<file path="src/rtl/gpio_debounce_pkg.sv">
// gpio_debounce_pkg: default parameters and width helper shared by the debouncer files
package gpio_debounce_pkg;
  localparam int DW_DEF       = 16;
  localparam int PRESCALE_DEF = 1000;
  localparam int SAMPLES_DEF  = 4;
  function automatic int cw(input int n);
    return (n <= 1) ? 1 : $clog2(n);
  endfunction
endpackage

</file>
<file path="src/rtl/gpio_debounce_db_bit.sv">
// db_bit: one-pin synchroniser, tick-based debouncer and edge pulse generator
// ports: clk, rst (sync active-low), tick_i (enabled sample tick), en_i, pin_i (async pin),
//        stable_o (debounced level), rise_o/fall_o (one-cycle pulses), edge_o (accept this cycle, unregistered)
module db_bit
  import gpio_debounce_pkg::*;
#(
  parameter int SAMPLES = SAMPLES_DEF
) (
  input  logic clk,
  input  logic rst,
  input  logic tick_i,
  input  logic en_i,
  input  logic pin_i,
  output logic stable_o,
  output logic rise_o,
  output logic fall_o,
  output logic edge_o
);
  localparam int CW = cw(SAMPLES + 1);
  logic [1:0]    sync_q;
  logic [CW-1:0] cnt_q, cnt_d;
  logic          stable_q, rise_q, fall_q;
  logic          differ, accept;
  assign differ = sync_q[1] ^ stable_q;
  assign accept = tick_i && differ && cnt_q == CW'(SAMPLES - 1);
  // any agreeing tick or an accept restarts the count; off-tick cycles hold it
  always_comb cnt_d = (!en_i || (tick_i && (!differ || accept))) ? '0 : tick_i ? cnt_q + 1'b1 : cnt_q;
  always_ff @(posedge clk) begin
    if (!rst) begin
      sync_q   <= '0;
      cnt_q    <= '0;
      stable_q <= 1'b0;
      rise_q   <= 1'b0;
      fall_q   <= 1'b0;
    end else begin
      sync_q   <= {sync_q[0], pin_i};
      cnt_q    <= cnt_d;
      stable_q <= stable_q ^ accept;
      rise_q   <= accept & sync_q[1];
      fall_q   <= accept & ~sync_q[1];
    end
  end
  assign stable_o = stable_q;
  assign rise_o   = rise_q;
  assign fall_o   = fall_q;
  assign edge_o   = accept;
endmodule

</file>
<file path="src/rtl/gpio_debounce.sv">
// gpio_debounce: synchronises and debounces DW GPIO input pins against a shared sample tick
// ports: clk, rst (sync active-low), en (debounce enable), pin_in (raw pins),
//        gpio_db (debounced level), rise/fall (one-cycle edge pulses), any_edge (OR of pulses)
module gpio_debounce
  import gpio_debounce_pkg::*;
#(
  parameter int DW       = DW_DEF,
  parameter int PRESCALE = PRESCALE_DEF,
  parameter int SAMPLES  = SAMPLES_DEF
) (
  input  logic          clk,
  input  logic          rst,
  input  logic          en,
  input  logic [DW-1:0] pin_in,
  output logic [DW-1:0] gpio_db,
  output logic [DW-1:0] rise,
  output logic [DW-1:0] fall,
  output logic          any_edge
);
  localparam int PW = cw(PRESCALE);
  logic [PW-1:0] pcnt_q, pcnt_d;
  logic [DW-1:0] acc;
  logic          tick, any_edge_q;
  assign tick = en && pcnt_q == PW'(PRESCALE - 1);
  // disabling parks the prescaler at 0 so re-enable starts a full period
  always_comb pcnt_d = (!en || tick) ? '0 : pcnt_q + 1'b1;
  always_ff @(posedge clk) begin
    if (!rst) begin
      pcnt_q     <= '0;
      any_edge_q <= 1'b0;
    end else begin
      pcnt_q     <= pcnt_d;
      any_edge_q <= |acc;
    end
  end
  assign any_edge = any_edge_q;
  for (genvar i = 0; i < DW; i++) begin : g_bit
    db_bit #(.SAMPLES(SAMPLES)) u_bit (
      .clk     (clk),
      .rst     (rst),
      .tick_i  (tick),
      .en_i    (en),
      .pin_i   (pin_in[i]),
      .stable_o(gpio_db[i]),
      .rise_o  (rise[i]),
      .fall_o  (fall[i]),
      .edge_o  (acc[i])
    );
  end
endmodule

</file>
<file path="config.mk">
export PLATFORM = sky130hd
export DESIGN_NAME = gpio_debounce
export DESIGN_NICKNAME = d
export VERILOG_FILES = /design/src/rtl/gpio_debounce_pkg.sv /design/src/rtl/gpio_debounce_db_bit.sv /design/src/rtl/gpio_debounce.sv
export SDC_FILE = /design/constraint.sdc
export NUM_CORES = 1
export LEC_CHECK = 0
export CAP_MARGIN = 10
export CELL_PAD_IN_SITES_DETAIL_PLACEMENT = 2
export CELL_PAD_IN_SITES_GLOBAL_PLACEMENT = 2
export CORE_MARGIN = 5
export CORE_UTILIZATION = 37
export CTS_CLUSTER_SIZE = 20
export DETAILED_ROUTE_END_ITERATION = 10
export PLACE_DENSITY = 0.81
export SLEW_MARGIN = 10
export SYNTH_ARGS = -nofsm -noshare
export SYNTH_HDL_FRONTEND = slang
export SYNTH_SLANG_ARGS = --single-unit
</file>
<file path="constraint.sdc">
create_clock -name clk -period 2.8 [get_ports clk]
set_clock_uncertainty 0.1 [all_clocks]
set_input_delay 0.56 -clock clk [delete_from_list [all_inputs] [get_ports clk]]
set_output_delay 0.56 -clock clk [all_outputs]
set_load 0.01 [all_outputs]
</file>
==> results_dict.tcl, run 1 <==
set metrics [dict create \
    wire_length_of_the_first_global_routing_pass_microns 25990 \
    diodes 0 \
    mappedNetlistNets 693 \
    worst-r2r-setup-slack_ps 410 \
    cp_max_fo 39 \
    yosys-top-cells-count "139 x dfxtp_1, 84 x nand2_1, 51 x a21oi_1" \
    crit_required_ps 2960 \
    initial_utilization_pct 37.51 \
    synth.top_cells.by_area "dfxtp_1 47%, ha_1 7.0%, buf_4 6.1%" \
    post_synth_num_cell_types 29 \
    critPathCapture "g_bit[4].u_bit.cnt_q[1]" \
    hp-class "register to register" \
    reg2regPathDepth 6 \
    path_class "register to register" \
    clkTransAtPathRegs_ps 60 \
    synth-seq-cells 139 \
    total_routing_usage_gr_pct 17.80 \
    end_kind "register" \
    fmaxAchievable_mhz 418.6 \
    result_of_the_run "finished, final reports clean" \
    routabilityCongestion 0.7457 \
    drc_errors 0 \
    startpoint_type "register" \
    rsz0062_at_grt "false" \
    num_vias 4463 \
    crit_arrival_ps 2550 \
    drtPass1Iterations 4 \
    timing.final.crit_share_pct 85.31 \
    clock_sink_count 139 \
    final_period_minus_worst_setup_slack_ps 2389 \
    post_synth_instance_area_sq_mm 0.005916 \
    grt_antenna_before_repair 0 \
    number_of_setup_violations_in_the_final_report 0 \
    holdCritStartpoint "g_bit[10].u_bit.sync_q[0]" \
    clk_path_buf_depth 2 \
    tritoncts.num_buffers 17 \
    htreeDepth 4 \
    crit-reg2reg-capture "g_bit[4].u_bit.cnt_q[1]" \
    whs_path_depth 1 \
    wirelength_microns 15600 \
    drv_slew 0 \
    synth-edff-count 0 \
    relSlewSlack_pct 55.75 \
    critPathLaunch "pcnt_q[0]" \
    ys_seq_area_share_pct 47.04 \
    drt-vias-per-instance 5.043 \
    floorplan_die_width_microns 136.4 \
    cts_hold_buf 0 \
    cts_tree "yes" \
    clock_tree.root_cell "clkbuf_16" \
    route.antenna.remaining_nets 0 \
    synth_top_cell_area_share_pct 47.04 \
    floorplan.core_area_sq_mm 0.01577 \
    grt_start_max_net_pins 65 \
    pin_count 68 \
    place.detailed.hpwl_microns 10710 \
    worstSkewPairLatency_ps 410 \
    hold_ws_ps 337.2 \
    design.final.nets 708 \
    post-cts-setup-buffers 0 \
    worst_ir_drop_vdd_mv 0.3978 \
    synthCells 641 \
    dominantRegCellSynth "dfxtp_1" \
    cts.repair.resized 0 \
    regToRegStartpoint "pcnt_q[0]" \
    first_iter_violations 105 \
    final_layout_size_suffix_gt1_share_pct 7.324 \
    synthDominantAreaCellType "dfxtp_1" \
    ys_async_sr_fraction_pct 0 \
    cellLeakagePower_nw 2.536 \
    timing_hold_violations_final 0 \
    setup_tns_ps 0 \
    worst_slew_pin_slew_ps 663.8 \
    syn_avg_cell_area_sq_um 9.229 \
    cap_viol_max_count 0 \
    grt_pass1_vias 5045 \
    layout-area-overhead-vs-synth_pct 18.87 \
    row_count 46 \
    powerDensity_mw_per_mm2 616.1 \
    port-buffer-count 67 \
    wire_per_inst_microns 17.62 \
    die_area_sq_mm 0.01862 \
    synth_warnings 0 \
    leading_cell_type_by_number_of_instances_after_synthesis "dfxtp_1" \
    grt-ovfl-total 0 \
    die_height_microns 136.4 \
    p_total_mw 4.332 \
]
## cells by family after synthesis
kind of cell,synth area share (%)
simple gates,22.46
buf+inv,10.47
flops,47.04
compound gates,9.793
xor+xnor,3.257
fa+ha+maj,6.980
## power by group
group	internal [mW]	switching (mW)
clock network	1.34	0.875
logic	0.0464	0.0585
registers	2.00	0.0158
## layout by cell type, fill, tap and decap left out, types with 19 or more instances in the layout
master           instances
nor2_1                  20
nand3b_1                29
nand3_1                 19
ha_1                    33
dfxtp_1                139
inv_1                   33
nor3b_1                 33
xnor2_1                 20
clkdlybuf4s50_1         66
and2_1                  33
nand2_1                 83
a21oi_1                 51
## worst min-delay path by stage
stage                                            to  slack, ps
after detailed placement   g_bit[9].u_bit.sync_q[1]        320
after floorplan            g_bit[0].u_bit.sync_q[1]        310
after global placement    g_bit[11].u_bit.sync_q[1]        320
final                     g_bit[10].u_bit.sync_q[1]        340
after CTS                  g_bit[3].u_bit.sync_q[1]        340
after global routing       g_bit[9].u_bit.sync_q[1]        350
## stage by stage
step           instance area, sq um  std cells  setup slack [ps]  utilization, %
5_1_grt                        7032        885             219.4           44.59
2_1_floorplan                  5916        641             891.2               -
6_report                       7032        885             411.2           44.59
3_5_place_dp                   6445        853             392.8           40.87
4_1_cts                        7032        885             357.4           44.59
3_3_place_gp                   6445        853             517.6           40.87
## per-layer routing
layer / vias up / share of wire [%] / track usage [%]
met5: - / 0 / 0
met4: 0 / 1.6 / 5.991
met3: 19 / 3.1 / 3.886
met2: 69 / 55 / 34.26
met1: 2217 / 40 / 19.01
li1: 2158 / - / -
## state kept, by name, indices dropped and copies added, names as in the netlist
| register | cells |
|---|---|
| g_bit.u_bit.cnt_q | 48 |
| g_bit.u_bit.sync_q | 32 |
| g_bit.u_bit.fall_o | 16 |
| g_bit.u_bit.rise_o | 16 |
| g_bit.u_bit.stable_o | 16 |
| pcnt_q | 10 |
| any_edge | 1 |
## critical path, stage by stage, from the launching register on
cell and delay (ps):
dfxtp_1 350, ha_1 250, nand4b_1 330, or3_1 620, buf_4 360, nand2_1 140, a21oi_1 80
## cell type report
type | instances | area (sq um)
Multi-Input combinational cell | 389 | 2522
Sequential cell | 139 | 2783
Timing Repair Buffer | 76 | 745.7
Clock buffer | 18 | 439.2
Fill cell | 1688 | 8738
Clock inverter | 14 | 147.6
Inverter | 33 | 123.9
Tap cell | 216 | 270.3
No activity file was read; power rests on OpenSTA's default activity.
==> run 2, diff against run 1 <==
Settings changed: CORE_UTILIZATION 37 to 39, MAX_ROUTING_LAYER from default to met4, PLACE_DENSITY 0.81 to 0.82, SYNTH_HIERARCHICAL from default to 1.
==> run 2 against run 1 <==
Combinational power increased by 5%. Sequential power barely moved. Fmax down 6.7%. First-iteration DRC count grew 32%. Design area is 5.3% higher. Non-clock buffer count grew 2. Area after synthesis down 1.8%. Clock-buffer cell count up 3. Critical path depth up 3.
==> results_dict.tcl, run 2 <==
set metrics [dict create \
    result_of_the_run "finished, final reports clean" \
    tritoncts.num_buffers 17 \
    synth-edff-count 0 \
    port-buffer-count 67 \
    mostFrequentLayoutCells "139 x dfxtp_1, 66 x clkdlybuf4s50_1, 54 x nand2_1" \
    setup_tns_ps 0 \
    worstSkewPairLatency_ps 420 \
    worst-r2r-setup-slack_ps 240 \
    switching_share_pct 20.43 \
    initial_utilization_pct 39.84 \
    cap_viol_max_count 0 \
    die_height_microns 132.1 \
    crit_required_ps 2950 \
    num-fill-cells 1430 \
    mappedNetlistNets 608 \
    num_vias 4357 \
    grt_antenna_before_repair 0 \
    drtPass1Iterations 4 \
    worst_ir_drop_vdd_mv 0.4763 \
    largestRegisters "g_bit.u_bit/cnt_q x48, g_bit.u_bit/sync_q x32" \
    cts.repair.resized 0 \
    floorplan_die_width_microns 132.1 \
    post_synth_instance_area_sq_mm 0.005812 \
    wirelength_microns 16130 \
    crit-reg2reg-capture "any_edge" \
    design.final.nets 689 \
    pin_count 68 \
    clock_tree.root_cell "clkbuf_16" \
    intPower_mw 3.609 \
    grt_start_max_net_pins 83 \
    cts_tree "yes" \
    clk_path_buf_depth 2 \
    route.antenna.remaining_nets 0 \
    place.detailed.hpwl_microns 10120 \
    diodes 0 \
    grt-ovfl-total 0 \
    syn_avg_cell_area_sq_um 10.45 \
    drt-vias-per-instance 5.224 \
    first_iter_violations 139 \
    post_layout_nonfiller_instances 834 \
    wire_length_of_the_first_global_routing_pass_microns 26930 \
    share_of_total_power_in_the_clock_network_pct 53.1 \
    timing.final.crit_share_pct 91.46 \
    regToRegStartpoint "pcnt_q[0]" \
    drv_slew 0 \
    largest_reg_flops 48 \
    cts_hold_buf 0 \
    clkTransAtPathRegs_ps 60 \
    die_area_sq_mm 0.01744 \
    numPlacedInstances 802 \
    yosys-top-cells-count "139 x dfxtp_1, 54 x nand2_1, 40 x nor2_1" \
    critPathLaunch "pcnt_q[0]" \
    synth_top_cell_area_share_pct 47.88 \
    relSlewSlack_pct 58.65 \
    number_of_setup_violations_in_the_final_report 0 \
    wire_per_inst_microns 19.34 \
    final_period_minus_worst_setup_slack_ps 2561 \
    post-cts-setup-buffers 0 \
    path_class "register to register" \
    reg2regPathDepth 9 \
    powerDensity_mw_per_mm2 612.7 \
    clock_sink_count 139 \
    leading_cell_type_by_number_of_instances_after_synthesis "dfxtp_1" \
    htreeDepth 4 \
    synthCells 556 \
    row_count 44 \
    timing_hold_violations_final 0 \
    total_routing_usage_gr_pct 19.64 \
    critPathCapture "any_edge" \
    fmaxAchievable_mhz 390.5 \
    synth.top_cells.by_area "dfxtp_1 48%, a2111oi_4 7.6%, ha_1 7.1%" \
    final_common_cell "dfxtp_1" \
    cellLeakagePower_nw 2.434 \
    crit_arrival_ps 2710 \
    worst_slew_pin_slew_ps 614.5 \
    grt_pass1_vias 5014 \
    p_total_mw 4.535 \
    dominantRegCellSynth "dfxtp_1" \
    synth_warnings 6 \
    routabilityCongestion 0.7515 \
    ys_async_sr_fraction_pct 0 \
    power_frac_seq_pct 44.5 \
    synth-seq-cells 139 \
    cp_max_fo 39 \
    regMostFlops "g_bit.u_bit/cnt_q" \
    synthDominantAreaCellType "dfxtp_1" \
    ys_seq_area_share_pct 47.88 \
    end_kind "register" \
    final_layout_size_suffix_gt1_share_pct 12.15 \
    startpoint_type "register" \
    post_synth_num_cell_types 27 \
    net-switching-power_uw 926.3 \
    hp-class "register to register" \
    drc_errors 0 \
    combinationalPowerShare_pct 2.4 \
    rsz0062_at_grt "false" \
    layout-area-overhead-vs-synth_pct 27.36 \
    floorplan.core_area_sq_mm 0.01459 \
    holdCritStartpoint "g_bit[8].u_bit/sync_q[0]" \
]
==> run 2: metal layers <==
metal	track usage [%]	routed length, microns	share of wire, %	vias to the layer above
met2	34.78	8726	54	67
met5	-	0	0	-
met1	21.54	6661	41	2182
met3	5.344	499	3.1	20
met4	5.657	245	1.5	0
li1	-	-	-	2088
==> run 2: critical path, stage by stage (launching register included) <==
cell,delay [ps]
dfxtp_1,330
ha_1,260
and4bb_2,270
nand2_1,130
nor3_2,90
buf_12,190
nand2_1,130
nor2_1,70
nor4_1,540
a41oi_1,260
==> run 2: power by group through the flow <==
stage               clock (mW)  combinational [mW]  sequential, mW
floorplan                    0              0.0485            2.05
global placement             0               0.104            2.06
detailed placement           0               0.110            2.06
CTS                       2.47               0.112            2.02
global route              2.56               0.120            2.02
finish                    2.41               0.110            2.02
==> run 2: cells by family after synthesis <==
group | count (synthesis) | share of synthesized area, %
and+or+nand+nor | 241 | 21.29
DFF | 139 | 47.88
AOI/OAI and AO/OA | 54 | 12.72
xor gates and xnor gates | 37 | 5.576
buffers and inverters | 36 | 2.670
adders and majority gates | 33 | 7.104
muxes | 16 | 2.756
==> run 2: worst min-delay path by stage <==
stage,endpoint,slack (ps),depth (start not counted)
global placement,g_bit[0].u_bit/sync_q[1],310,1
CTS,g_bit[8].u_bit/sync_q[1],340,1
floorplan,g_bit[0].u_bit/sync_q[1],310,1
finish,g_bit[8].u_bit/sync_q[1],330,1
detailed placement,g_bit[6].u_bit/sync_q[1],320,1
global route,g_bit[6].u_bit/sync_q[1],360,1
==> run 2: cell type report <==
class | count | area (sq um) | share of cell area, %
inverters | 20 | 75.07 | 1.014
well taps | 184 | 230.2 | 3.110
clock buffers | 21 | 470.5 | 6.356
multi-input cells | 381 | 2879 | 38.89
flip-flops and latches | 139 | 2783 | 37.59
repair buffers | 78 | 798.3 | 10.78
clock inverters | 11 | 166.4 | 2.248
==> run 2: metrics by stage <==
| stage | worst slack (ps) | area (sq um) | hold slack, ps | utilization, % |
|---|---|---|---|---|
| floorplan | 371.9 | 5812 | 311.8 | - |
| global placement | 168.1 | 6765 | 314.9 | 46.37 |
| global route | 124.6 | 7402 | 357.0 | 50.74 |
| finish | 239.1 | 7402 | 333.8 | 50.74 |
| CTS | 211.0 | 7402 | 337.8 | 50.74 |
| detailed placement | 130.7 | 6765 | 322.5 | 46.37 |
==> run 3, diff against run 2 <==
--- a/config.mk
+++ b/config.mk
@@ -15,3 +15,3 @@
 export MAX_ROUTING_LAYER = met4
-export PLACE_DENSITY = 0.82
+export PLACE_DENSITY = 0.91
 export SLEW_MARGIN = 10
==> constraint.sdc (replaced) <==
create_clock -name clk -period 3.3 [get_ports clk]
set_clock_uncertainty 0.1 [all_clocks]
set_input_delay 0.33 -clock clk [delete_from_list [all_inputs] [get_ports clk]]
set_output_delay 0.33 -clock clk [all_outputs]
set_load 0.01 [all_outputs]
==> run 3 against run 2 <==
Fmax fell by 12%. Core utilization fell by 0.65 points. Sequential power fell by 15%. Cell count fell by 0.72%. Worst hold slack improved by 0.73 ps. Global-route usage rose by 3.6 points. Critical path depth did not move. Combinational power fell by 12%. First-iteration DRC count rose by 46%. Die area did not move. Clock-buffer cell count fell by 1. Critical endpoint unchanged. Highest routed layer unchanged.
==> results_dict.tcl, run 3 (same netlist as run 2, synthesis figures left out) <==
set metrics [dict create \
    result_of_the_run "finished, final reports clean" \
    worst_slew_pin_slew_ps 743.9 \
    num_vias 4480 \
    die_area_sq_mm 0.01744 \
    route.antenna.remaining_nets 0 \
    timing.final.crit_share_pct 87.76 \
    cap_viol_max_count 0 \
    crit_required_ps 3540 \
    floorplan_die_width_microns 132.1 \
    floorplan.core_area_sq_mm 0.01459 \
    diodes 0 \
    cts_tree "yes" \
    number_of_setup_violations_in_the_final_report 0 \
    crit_family "simple AND/OR/NAND/NOR gates" \
    setup_tns_ps 0 \
    cts_hold_buf 0 \
    worst_path_most_repeated_cell "nand2_1" \
    finalInstanceArea_sq_mm 0.007307 \
    drt-vias-per-instance 5.411 \
    grt_pass1_vias 5209 \
    place.detailed.hpwl_microns 11860 \
    fmaxAchievable_mhz 345.3 \
    clock_tree.root_cell "clkbuf_16" \
    first_iter_violations 203 \
    clk_path_buf_depth 2 \
    grt_antenna_before_repair 0 \
    largest_reg_flops 48 \
    end_kind "register" \
    largestRegisters "g_bit.u_bit/cnt_q x48, g_bit.u_bit/sync_q x32" \
    row_count 44 \
    wire_per_inst_microns 23.22 \
    cellLeakagePower_nw 2.393 \
    relSlewSlack_pct 50.41 \
    drtPass1Iterations 4 \
    drv_slew 0 \
    preCtsSetupSlack_ps 576.5 \
    port-buffer-count 67 \
    crit_arrival_ps 3140 \
    mostFrequentLayoutCells "139 x dfxtp_1, 66 x clkdlybuf4s50_1, 54 x nand2_1" \
    layout-area-overhead-vs-synth_pct 25.73 \
    powerDensity_mw_per_mm2 521.0 \
    initial_utilization_pct 39.84 \
    pin_count 68 \
    standard_cell_area_after_detailed_placement_sq_mm 0.006695 \
    timing_hold_violations_final 0 \
    grt_start_max_net_pins 69 \
    cp_max_fo 68 \
    worstSkewPairLatency_ps 430 \
    grt-ovfl-total 0 \
    worst_path_largest_cell_delay_ps 440 \
    final_layout_size_suffix_gt1_share_pct 11.49 \
    routabilityCongestion 0.7679 \
    clkTransAtPathRegs_ps 60 \
    die_height_microns 132.1 \
    startpoint_type "register" \
    clock_sink_count 139 \
    wirelength_microns 19220 \
    wire_length_of_the_first_global_routing_pass_microns 30850 \
    post-cts-setup-buffers 0 \
    rsz0062_at_grt "false" \
    hp-class "register to register" \
    critical_path_buf_inv_count 1 \
    htreeDepth 4 \
    slowest_stage "nor3_2" \
    total_routing_usage_gr_pct 23.28 \
    final.setup.worst_slack_ps 403.9 \
    critical_path.cell_chain "ha_1 -> and4bb_2 -> nand2_1 -> nor3_2 -> buf_12 -> nand2_1 -> nor2_1 -> nor4_1 -> a41oi_1" \
    final_period_minus_worst_setup_slack_ps 2896 \
    worst_ir_drop_vdd_mv 0.4044 \
    regMostFlops "g_bit.u_bit/cnt_q" \
    tritoncts.num_buffers 17 \
    path_class "register to register" \
    final_common_cell "dfxtp_1" \
    design.final.nets 683 \
    drc_errors 0 \
    cts.repair.resized 0 \
]
==> run 3: cell types whose count changed in the layout (fill, tap and decap cells not counted), sizes merged <==
cell,previous run,this run
buf,12,6
bufinv,4,3
clkbuf,21,20
clkinv,4,8
clkinvlp,3,1
==> run 3: worst reg2reg max path: stages, from the launching register on <==
cell and delay, ps:
dfxtp_1 410, ha_1 300, and4bb_2 310, nand2_1 120
nor3_2 450, buf_12 420, nand2_1 170, nor2_1 210
nor4_1 110, a41oi_1 230
==> run 3: through the flow <==
stage | power, mW | instances | util (%) | hold slack (ps)
after floorplan | 1.784 | 556 | - | 311.8
after global placement | 1.835 | 796 | 45.89 | 315.5
after detailed placement | 1.845 | 796 | 45.89 | 324.3
after CTS | 3.846 | 828 | 50.09 | 338.2
after global routing | 3.931 | 828 | 50.09 | 354.4
final | 3.807 | 828 | 50.09 | 334.5
==> run 3: cell type report <==
| cell class | instances | area [sq um] |
|---|---|---|
| clock buffer | 20 | 466.7 |
| clock inverter | 12 | 145.1 |
| fill | 1455 | 7282 |
| inverter | 20 | 75.07 |
| multi-input combinational | 381 | 2879 |
| sequential | 139 | 2783 |
| tap | 184 | 230.2 |
| timing repair buffer | 72 | 728.2 |
==> run 3: path summary, 6_finish.rpt <==
path	from	to	slack [ps]	cells past startpoint
worst max-delay path	pcnt_q[1]	any_edge	400	9
worst min-delay path	g_bit[6].u_bit/sync_q[0]	g_bit[6].u_bit/sync_q[1]	330	1
worst max register to register	pcnt_q[1]	any_edge	400	9
worst min register to register	g_bit[6].u_bit/sync_q[0]	g_bit[6].u_bit/sync_q[1]	330	1
==> run 3: where the power goes <==
group	switching [mW]	internal, mW
registers	0.0157	1.70
clock network	0.755	1.24
logic	0.0548	0.0422
total	0.825	2.98
==> run 3: routing by layer <==
layer	GRT usage, %	share of wire [%]
met1	24.23	40
met2	41.69	54
met3	5.305	3.3
met4	10.40	3.4
met5	-	0
